### src/rtl/cameralink_pkg.sv
// Shared types and constants for the CameraLink capture controller.
package cameralink_pkg;

  localparam int unsigned PIX_W  = 24;
  localparam int unsigned DEF_XW = 12;
  localparam int unsigned DEF_YW = 12;

  typedef enum logic [2:0] {
    ST_IDLE,
    ST_SYNC,
    ST_WAIT_FV,
    ST_CAPTURE,
    ST_DONE
  } state_e;

  typedef struct packed {
    logic             sof;
    logic [PIX_W-1:0] data;
  } pix_t;

  function automatic logic [PIX_W-1:0] pack_rgb(input logic [7:0] r,
                                                 input logic [7:0] g,
                                                 input logic [7:0] b);
    return {b, g, r};
  endfunction

endpackage

### src/rtl/cameralink_pix_fifo.sv
// Small synchronous FIFO for captured pixels; flush empties it in one cycle.
module cameralink_pix_fifo #(
  parameter int unsigned WIDTH = 25,
  parameter int unsigned DEPTH = 4
) (
  input  logic             clk,
  input  logic             rst_n,
  input  logic             flush,
  input  logic             push,
  input  logic [WIDTH-1:0] wdata,
  input  logic             pop,
  output logic [WIDTH-1:0] rdata,
  output logic             full,
  output logic             empty
);

  localparam int unsigned AW = $clog2(DEPTH);
  localparam int unsigned CW = AW + 1;

  logic [WIDTH-1:0] mem_q [DEPTH];
  logic [WIDTH-1:0] mem_d [DEPTH];
  logic [AW-1:0]    wr_ptr_q, wr_ptr_d;
  logic [AW-1:0]    rd_ptr_q, rd_ptr_d;
  logic [CW-1:0]    count_q, count_d;
  logic             do_push, do_pop;

  assign empty   = (count_q == '0);
  assign full    = (count_q == CW'(DEPTH));
  assign do_pop  = pop && !empty;
  // A push into a full FIFO only lands when a pop frees a slot the same cycle.
  assign do_push = push && (!full || do_pop);
  assign rdata   = mem_q[rd_ptr_q];

  always_comb begin
    mem_d    = mem_q;
    wr_ptr_d = wr_ptr_q;
    rd_ptr_d = rd_ptr_q;
    count_d  = count_q;
    if (flush) begin
      wr_ptr_d = '0;
      rd_ptr_d = '0;
      count_d  = '0;
    end else begin
      if (do_push) begin
        mem_d[wr_ptr_q] = wdata;
        wr_ptr_d        = wr_ptr_q + AW'(1);
      end
      if (do_pop) begin
        rd_ptr_d = rd_ptr_q + AW'(1);
      end
      count_d = count_q + CW'(do_push) - CW'(do_pop);
    end
  end

  always_ff @(posedge clk or negedge rst_n) begin
    if (!rst_n) begin
      for (int i = 0; i < int'(DEPTH); i++) begin
        mem_q[i] <= '0;
      end
      wr_ptr_q <= '0;
      rd_ptr_q <= '0;
      count_q  <= '0;
    end else begin
      mem_q    <= mem_d;
      wr_ptr_q <= wr_ptr_d;
      rd_ptr_q <= rd_ptr_d;
      count_q  <= count_d;
    end
  end

endmodule

### src/rtl/cameralink_capture_ctl.sv
// Frame capture sequencer: syncs to CameraLink FVV/LVV/VCE, checks geometry,
// and streams pixels through a small buffer to a ready/valid consumer.
module cameralink_capture_ctl
  import cameralink_pkg::*;
#(
  parameter int unsigned XW         = DEF_XW,
  parameter int unsigned YW         = DEF_YW,
  parameter int unsigned FIFO_DEPTH = 4
) (
  input  logic             CLOCK,
  input  logic             RESET_n,
  input  logic             start,
  input  logic             abort,
  input  logic [XW-1:0]    cfg_width,
  input  logic [YW-1:0]    cfg_height,
  input  logic [7:0]       cfg_frames,
  input  logic             VCE,
  input  logic             LVV,
  input  logic             FVV,
  input  logic [7:0]       red,
  input  logic [7:0]       green,
  input  logic [7:0]       blue,
  output logic             cam_enable,
  output logic             cam_request,
  output logic [PIX_W-1:0] pix_data,
  output logic             pix_sof,
  output logic             pix_valid,
  input  logic             pix_ready,
  output logic             busy,
  output logic             done,
  output logic             err_overflow,
  output logic             err_geometry,
  output logic [7:0]       frames_done
);

  state_e        state_q, state_d;
  logic [XW-1:0] x_q, x_d;
  logic [YW-1:0] y_q, y_d;
  logic [XW-1:0] cfg_width_q, cfg_width_d;
  logic [YW-1:0] cfg_height_q, cfg_height_d;
  logic [7:0]    cfg_frames_q, cfg_frames_d;
  logic [7:0]    frames_done_q, frames_done_d;
  logic          err_overflow_q, err_overflow_d;
  logic          err_geometry_q, err_geometry_d;
  logic          cam_enable_q, cam_enable_d;
  logic          cam_request_q, cam_request_d;
  logic          busy_q, busy_d;
  logic          done_q, done_d;
  logic          fvv_prev_q, lvv_prev_q;

  logic          fifo_push, fifo_pop, fifo_flush, fifo_full, fifo_empty;
  pix_t          push_word, pop_word;
  logic          line_end, frame_end, fv_rise, pix_acc;

  assign line_end  = lvv_prev_q && !LVV;
  assign frame_end = fvv_prev_q && !FVV;
  assign fv_rise   = FVV && !fvv_prev_q;
  assign pix_acc   = FVV && LVV && VCE;
  assign fifo_pop  = !fifo_empty && pix_ready;

  always_comb begin
    state_d        = state_q;
    x_d            = x_q;
    y_d            = y_q;
    cfg_width_d    = cfg_width_q;
    cfg_height_d   = cfg_height_q;
    cfg_frames_d   = cfg_frames_q;
    frames_done_d  = frames_done_q;
    err_overflow_d = err_overflow_q;
    err_geometry_d = err_geometry_q;
    fifo_push      = 1'b0;
    fifo_flush     = 1'b0;
    push_word.sof  = (x_q == '0) && (y_q == '0);
    push_word.data = pack_rgb(red, green, blue);

    // Abort outranks everything, including a coincident start.
    if (abort) begin
      state_d    = ST_IDLE;
      fifo_flush = 1'b1;
    end else begin
      unique case (state_q)
        ST_IDLE: begin
          if (start && (cfg_frames != 8'd0)) begin
            state_d        = ST_SYNC;
            cfg_width_d    = cfg_width;
            cfg_height_d   = cfg_height;
            cfg_frames_d   = cfg_frames;
            frames_done_d  = 8'd0;
            err_overflow_d = 1'b0;
            err_geometry_d = 1'b0;
            fifo_flush     = 1'b1;
          end
        end
        ST_SYNC: begin
          if (!FVV) state_d = ST_WAIT_FV;
        end
        ST_WAIT_FV: begin
          if (fv_rise) begin
            state_d = ST_CAPTURE;
            x_d     = '0;
            y_d     = '0;
          end
        end
        ST_CAPTURE: begin
          if (pix_acc) begin
            fifo_push = 1'b1;
            if (x_q != '1) x_d = x_q + XW'(1);
          end
          if (line_end) begin
            if (y_q != '1) y_d = y_q + YW'(1);
            if (x_q != cfg_width_q) err_geometry_d = 1'b1;
            x_d = '0;
          end
          if (frame_end) begin
            if (y_d != cfg_height_q) err_geometry_d = 1'b1;
            frames_done_d = frames_done_q + 8'd1;
            state_d = (frames_done_d == cfg_frames_q) ? ST_DONE : ST_WAIT_FV;
          end
        end
        ST_DONE: state_d = ST_IDLE;
        default: state_d = ST_IDLE;
      endcase
    end

    if (fifo_push && fifo_full && !fifo_pop) err_overflow_d = 1'b1;

    // Status outputs are registered copies of the upcoming state.
    cam_enable_d  = (state_d == ST_SYNC) || (state_d == ST_WAIT_FV) ||
                    (state_d == ST_CAPTURE);
    cam_request_d = (state_d == ST_WAIT_FV) && (state_q != ST_WAIT_FV);
    busy_d        = (state_d != ST_IDLE);
    done_d        = (state_d == ST_DONE);
  end

  always_ff @(posedge CLOCK or negedge RESET_n) begin
    if (!RESET_n) begin
      state_q        <= ST_IDLE;
      x_q            <= '0;
      y_q            <= '0;
      cfg_width_q    <= '0;
      cfg_height_q   <= '0;
      cfg_frames_q   <= '0;
      frames_done_q  <= '0;
      err_overflow_q <= 1'b0;
      err_geometry_q <= 1'b0;
      cam_enable_q   <= 1'b0;
      cam_request_q  <= 1'b0;
      busy_q         <= 1'b0;
      done_q         <= 1'b0;
      fvv_prev_q     <= 1'b0;
      lvv_prev_q     <= 1'b0;
    end else begin
      state_q        <= state_d;
      x_q            <= x_d;
      y_q            <= y_d;
      cfg_width_q    <= cfg_width_d;
      cfg_height_q   <= cfg_height_d;
      cfg_frames_q   <= cfg_frames_d;
      frames_done_q  <= frames_done_d;
      err_overflow_q <= err_overflow_d;
      err_geometry_q <= err_geometry_d;
      cam_enable_q   <= cam_enable_d;
      cam_request_q  <= cam_request_d;
      busy_q         <= busy_d;
      done_q         <= done_d;
      fvv_prev_q     <= FVV;
      lvv_prev_q     <= LVV;
    end
  end

  cameralink_pix_fifo #(
    .WIDTH(PIX_W + 1),
    .DEPTH(FIFO_DEPTH)
  ) u_pix_fifo (
    .clk  (CLOCK),
    .rst_n(RESET_n),
    .flush(fifo_flush),
    .push (fifo_push),
    .wdata(push_word),
    .pop  (fifo_pop),
    .rdata(pop_word),
    .full (fifo_full),
    .empty(fifo_empty)
  );

  assign pix_data     = pop_word.data;
  assign pix_sof      = pop_word.sof;
  assign pix_valid    = !fifo_empty;
  assign cam_enable   = cam_enable_q;
  assign cam_request  = cam_request_q;
  assign busy         = busy_q;
  assign done         = done_q;
  assign err_overflow = err_overflow_q;
  assign err_geometry = err_geometry_q;
  assign frames_done  = frames_done_q;

endmodule
### config.mk
export PLATFORM = sky130hd
export DESIGN_NAME = cameralink_capture_ctl
export DESIGN_NICKNAME = d
export VERILOG_FILES = /design/src/rtl/cameralink_pkg.sv /design/src/rtl/cameralink_pix_fifo.sv /design/src/rtl/cameralink_capture_ctl.sv
export SDC_FILE = /design/constraint.sdc
export NUM_CORES = 1
export LEC_CHECK = 0
export CAP_MARGIN = 10
export CELL_PAD_IN_SITES_DETAIL_PLACEMENT = 2
export CELL_PAD_IN_SITES_GLOBAL_PLACEMENT = 2
export CORE_ASPECT_RATIO = 1.4
export CORE_UTILIZATION = 39
export DETAILED_ROUTE_END_ITERATION = 6
export GPL_TIMING_DRIVEN = 0
export PLACE_DENSITY_LB_ADDON = 0.1
export SLEW_MARGIN = 10
export SYNTH_ARGS = -nofsm -noshare
export SYNTH_HDL_FRONTEND = slang
export SYNTH_HIERARCHICAL = 1
export SYNTH_SLANG_ARGS = --single-unit
### constraint.sdc
create_clock -name CLOCK -period 3.7 [get_ports CLOCK]
set_input_delay 0.555 -clock CLOCK [delete_from_list [all_inputs] [get_ports CLOCK]]
set_output_delay 0.555 -clock CLOCK [all_outputs]
set_load 0.01 [all_outputs]
# Yosys cells after proc, flatten, opt, wreduce, memory -nomap -nowiden
# Cells that the tools add are included.
# word_totals
register_bits	182
latchBits	0
ramBits	0
rom_bits	0
output_inout_bits	40
word_cells	144
memories	0
# op_classes
addsub	7
mul	0
div_mod_pow	0
n_lt_le_gt_ge	3
eq_ne	20
shift	0
n_mux	46
n_bitwise	4
reduce_logical	42
# op_table
cell	count
bitwise mux 100 bit	1
2-to-1 mux 12 bit	8
2-to-1 mux 25 bit	3
binary-select mux 25 bit (select 2 bit)	1
demux 25 bit (select 2 bit)	1
one-hot mux 12 bit (2 select lines)	2
adder 12 x 1 -> 12 bit (second input constant)	2
zero test 12 bit	2
!= test 12 bit	2
!= test 12 bit (second input constant)	2
2-to-1 mux 3 bit	7
2-to-1 mux 8 bit	2
one-hot mux 8 bit (2 select lines)	1
logical AND 1 bit	14
2-to-1 mux 1 bit	14
equality test 3 x 2 -> 1 bit (second input constant)	4
one-hot mux 3 bit (4 select lines)	1
AND reduction 3 bit	4
nonzero test 2 bit	6
adder 8 x 1 -> 8 bit (second input constant)	1
equality test 8 bit	1
2-to-1 mux 2 bit	4
nonzero test 8 bit	1
equality test 3 x 1 -> 1 bit (second input constant)	2
20 further kinds	36

# Logic depth before layout (Yosys ltp)
# Gate-level depths: netlist (run 1).
# logic_depth
word_depth	9
depth_mapped	13
depth_no_buf	12

# Hierarchy
# The synthesis (run 1) kept the hierarchy.
# modules_own_cells
mod	instances	cells_each	area_per_inst_um2	seq_area_each_um2
cameralink_pix_fifo	1	290	4963.5	2677.6
cameralink_capture_ctl	1	443	4344.2	1876.8

# Worst setup path before layout (run 1)
# No wires, ideal clock.
# synth_timing
path_kind	input to register
from	input abort
to	register u_pix_fifo.count_q[2]
setup_ps	86
arrival_ps	2808
path_slack_ps	806
stages	13
path_cell_list	nor2_1 nand3_1 clkbuf_1 nor2_1 nand2b_1 ha_1 inv_1 ha_1 inv_1 fa_1 xor2_1 and2_1 nor3_1
# synth_between
elab_chain_cells	5
# synth_lines
item	line_no	source
start, declared	cameralink_capture_ctl.sv:13	input logic abort,
2-to-1 mux 1 bit	cameralink_capture_ctl.sv:77	if (abort) begin
named net fifo_push	cameralink_capture_ctl.sv:51	logic fifo_push, fifo_pop, fifo_flush, fifo_full, fifo_empty;
logical AND 1 bit	cameralink_pix_fifo.sv:31	assign do_push = push && (!full || do_pop);
adder 3 x 1 -> 3 bit	cameralink_pix_fifo.sv:51	count_d = count_q + CW'(do_push) - CW'(do_pop);
subtractor 3 x 1 -> 3 bit	cameralink_pix_fifo.sv:51	
2-to-1 mux 3 bit	cameralink_pix_fifo.sv:39	if (flush) begin
named net u_pix_fifo.count_d[2]	cameralink_pix_fifo.sv:24	logic [CW-1:0] count_q, count_d;
end signal, assigned	cameralink_pix_fifo.sv:67	count_q <= count_d;
end, declared	cameralink_pix_fifo.sv:24	
# The timed path passes the listed nets, and every way through them passes these cells.
# A chain may end at the register's enable or synchronous reset.

# Worst setup path after layout (run 1)
# Ends and elaborated chain as after synthesis.

==> results by group, run 1 <==
Global route
  – Overall fraction of global-route tracks in use: 0.231
  – GRT overflow: 0
  – First-pass GRT wire length: 43.1 mm
  – Vias in the first global route: 7538
  – Initial antenna violation count: 0
  – Maximum number of pins on one net before global-route repair: 105

Die
  – Floorplan Core Area: between 20000 and 25000 µm²
  – Die boundary width: 133 µm
  – Area of the die: approximately 24000 µm²
  – I/O Pins: approximately 100
  – Die extent in y: 185 µm
  – Effective utilization at floorplan: 0.398
  – Row count: 66

Setup path
  – Reg-to-reg setup timing slack: around 0.35 ns
  – Cell with the largest stage delay on the worst path: sky130_fd_sc_hd__clkdlybuf4s50_1
  – Critical path type: input pin to flop
  – Longest individual stage delay on the worst path: 0.53 ns
  – Type of element capturing the critical path: flop
  – Crit path to: u_pix_fifo/count_q[2]
  – Setup crit start: abort
  – Depth of the most critical reg-to-reg path: 12
  – Total number of cells along the worst setup path: 14
  – Crit path required time: 4.05 ns
  – Worst flop-to-flop path endpoint: u_pix_fifo/count_q[2]
  – Critical path, cell by cell: clkdlybuf4s50_1 > nor2_1 > nand3_1 > clkbuf_2 > nor2_4 > nand2b_1 > ha_1 > inv_1 > ha_1 > inv_1 > fa_1 > xor2_1 > and2_1 > nor3_1
  – Category of cells accounting for the largest share of critical-path delay: simple AND/OR/NAND/NOR gates
  – Worst-path fanout max: 10
  – Beginning of the worst register-to-register path: u_pix_fifo/count_q[1]
  – Critical Path Source Type: input pin
  – Buffers & Inverters on Critical Path: 4
  – Data arrival time of the critical path: 3.77 ns

CTS
  – Clock root buffer: sky130_fd_sc_hd__clkbuf_16
  – Clk pin slew, worst setup/hold paths: 0.07 ns
  – CTS tree: built
  – Clock Latency Late Sink: approximately 0.43 ns
  – H-Tree Depth: 4
  – Number of buffers on the longest clock path: 2
  – Number of hold buffers added after CTS: 0
  – Clock sinks: 182
  – Number of CTS-inserted buffers: 17

Drt
  – Per-cell routed wire length: about 23 µm
  – Routed wl met3: 691 µm
  – Highest metal layer with signal wires: met4
  – Vias per cell: 5.50
  – Number of antenna-violating nets in the routed design: 0
  – Detailed-route via count: 6462
  – Metal2 WL: ~15 mm
  – Iter 0 DRT Violations: 218
  – Met1 Wirelength: 10.3 mm
  – Count of unresolved DRC violations after routing: 0
  – Routed wire length: ~27 mm
  – Pre-antenna DRT Iters: 4

Synthesis
  – Register bit count reported by yosys: 182
  – Post-synthesis net count: just over 800
  – Post-Syn Area: between 9000 and 10000 µm²
  – Fraction of synthesis flops using an asynchronous set or reset pin: 1.00
  – Share of synthesized area occupied by flip-flops and latches: 0.489
  – Average cell area after synthesis: between 10 and 15 µm²
  – Synth warnings: 6
  – Distinct cells, synth: 77
  – Post-Syn Instances: between 700 and 800
  – Predominant post-synthesis flop cell: sky130_fd_sc_hd__dfrtp_1
  – EDFF count, synth: 0

STA
  – Remaining max-slew budget at the tightest pin: 0.227
  – Timing-limited maximum frequency: 292 MHz
  – Setup TNS: 0 ns
  – Period minus WS final: 3.42 ns
  – Slew Viols, Final: 0
  – Hold Violations, Final: 0
  – Worst-case clock skew: 0.00725 ns
  – Tcrit/Tclk final: 0.924
  – Setup repair after global routing missed its margin: no
  – Final worst slack: ~0.28 ns
  – Final setup viols: 0
  – Worst Tran Pin Value: 1.15 ns

Layout
  – Most frequent cells in the layout: 182 x sky130_fd_sc_hd__dfrtp_1, 102 x sky130_fd_sc_hd__clkdlybuf4s50_1, 68 x sky130_fd_sc_hd__mux2_2
  – Total inserted antenna cells: 0
  – Most frequent standard cell in the layout excluding fill and tap cells: sky130_fd_sc_hd__dfrtp_1
  – Fillers: 2279
  – Net count of the finished layout: 932
  – Share of layout cells above drive strength 1: 0.238
  – Area added between synthesis and finish: 21.8%

Place
  – Worst setup timing slack at the placement stage: -0.531 ns
  – Count of input and output buffers: 103
  – Dpl hpwl: 19.2 mm
  – Routability-driven placement congestion ratio: 0.924

Worst hold path
  – Kind of path behind the tightest hold check: input pin to asynchronous set/reset pin

Pwr
  – Total power per unit cell area: roughly 390 nW/µm²
  – Leakage component of the power: 0.00500 µW
  – Peak VDD IR: 327 µV

Flow run
  – Reported max-cap violation count: 0

Run status
  – Status: complete, no violations
## power by group
part           switching (µW)  leakage (µW)  internal, µW
clock network             776      0.000282          1010
registers                86.2       0.00246          2090
logic                     224       0.00225           223
total                    1090       0.00500          3320
## worst min-delay path by stage
| stage | startpoint | endpoint | slack [ns] | cells after the start |
|---|---|---|---|---|
| after floorplan | RESET_n | busy | 0.26 | 0 |
| after global placement | u_pix_fifo/mem_q[25] | u_pix_fifo/mem_q[25] | 0.48 | 1 |
| after detailed placement | u_pix_fifo/mem_q[15] | u_pix_fifo/mem_q[15] | 0.49 | 1 |
| after CTS | RESET_n | cfg_height_q[8] | 0.10 | 1 |
| after global routing | RESET_n | cfg_height_q[8] | 0.11 | 1 |
| final | RESET_n | cfg_height_q[8] | 0.07 | 1 |
## registers in the layout (all words and copies together), names as in the netlist
name / cells
cam_request: 1
fvv_prev_q: 1
cfg_width_q: 12
y_q: 12
u_pix_fifo/count_q: 3
x_q: 12
done: 1
u_pix_fifo/rd_ptr_q: 2
u_pix_fifo/wr_ptr_q: 2
err_geometry: 1
frames_done: 8
cfg_height_q: 12
cam_enable: 1
err_overflow: 1
lvv_prev_q: 1
busy: 1
u_pix_fifo/mem_q: 100
cfg_frames_q: 8
state_q: 3
## cells in the mapped netlist, drive strengths merged (15+ instances only)
library cell / instances / area, µm²
a21oi: 18 / 90.1
nor2: 51 / 191
dfrtp: 182 / 4550
nand3: 18 / 90.1
nor4: 17 / 113
xor2: 30 / 263
o21ai: 24 / 120
buf: 23 / 186
mux4: 25 / 563
mux2: 133 / 1650
inv: 15 / 56.3
nand2: 39 / 146
## cells by family after synthesis
family	after synthesis	synth area share
compound gates	85	0.0604
xor+xnor	43	0.0413
fa+ha+maj	13	0.0180
buf+inv	51	0.0335
flops	182	0.489
mux	160	0.240
simple gates	199	0.118
## stage by stage
step                      instance area, µm²  hold WS, ns  utilization  power [µW]  cells
after detailed placement               10800        0.492        0.460        2660   1143
final                                  11300       0.0661        0.485        4410   1174
after global routing                   11300        0.107        0.485        4580   1174
after floorplan                         9310        0.259            -        2410    733
after CTS                              11300        0.104        0.485        4470   1174
after global placement                 10700        0.483        0.459        2630   1142
## layout make-up
class,count,area [µm²],area share
inverters,15,56.3,0.00497
clock inverters,7,70.1,0.00618
plain buffers,36,256,0.0226
multi-input cells,500,4450,0.393
well taps,306,383,0.0338
flip-flops and latches,182,4550,0.402
clock buffers,24,502,0.0443
repair buffers,104,1060,0.0938
## worst register-to-register path, delay by kind of cell, from the launching register on
family	cells	cell delay, ns
xor+xnor	1	0.17
fa+ha+maj	3	0.81
buf+inv	2	0.11
flops	1	0.48
simple gates	6	1.71
## routing by layer
metal / GRT usage / vias to the layer above
li1: - / 2913
met4: 0.0759 / 0
met1: 0.252 / 3410
met2: 0.448 / 103
met5: 0 / -
met3: 0.0389 / 36
## what timing repair did
action / in CTS / in global routing
endpoints found under the setup margin: 1 / 1
resized for setup: 1 / 3
buffers inserted: 0 / 0
No activity file was read; power rests on OpenSTA's default activity.
==> inputs of run 2 (changes only) <==
- HOLD_SLACK_MARGIN: unset -> 0.08
==> results of run 2 <==
The final DEF is identical to that of run 1; final timing and power are the same.
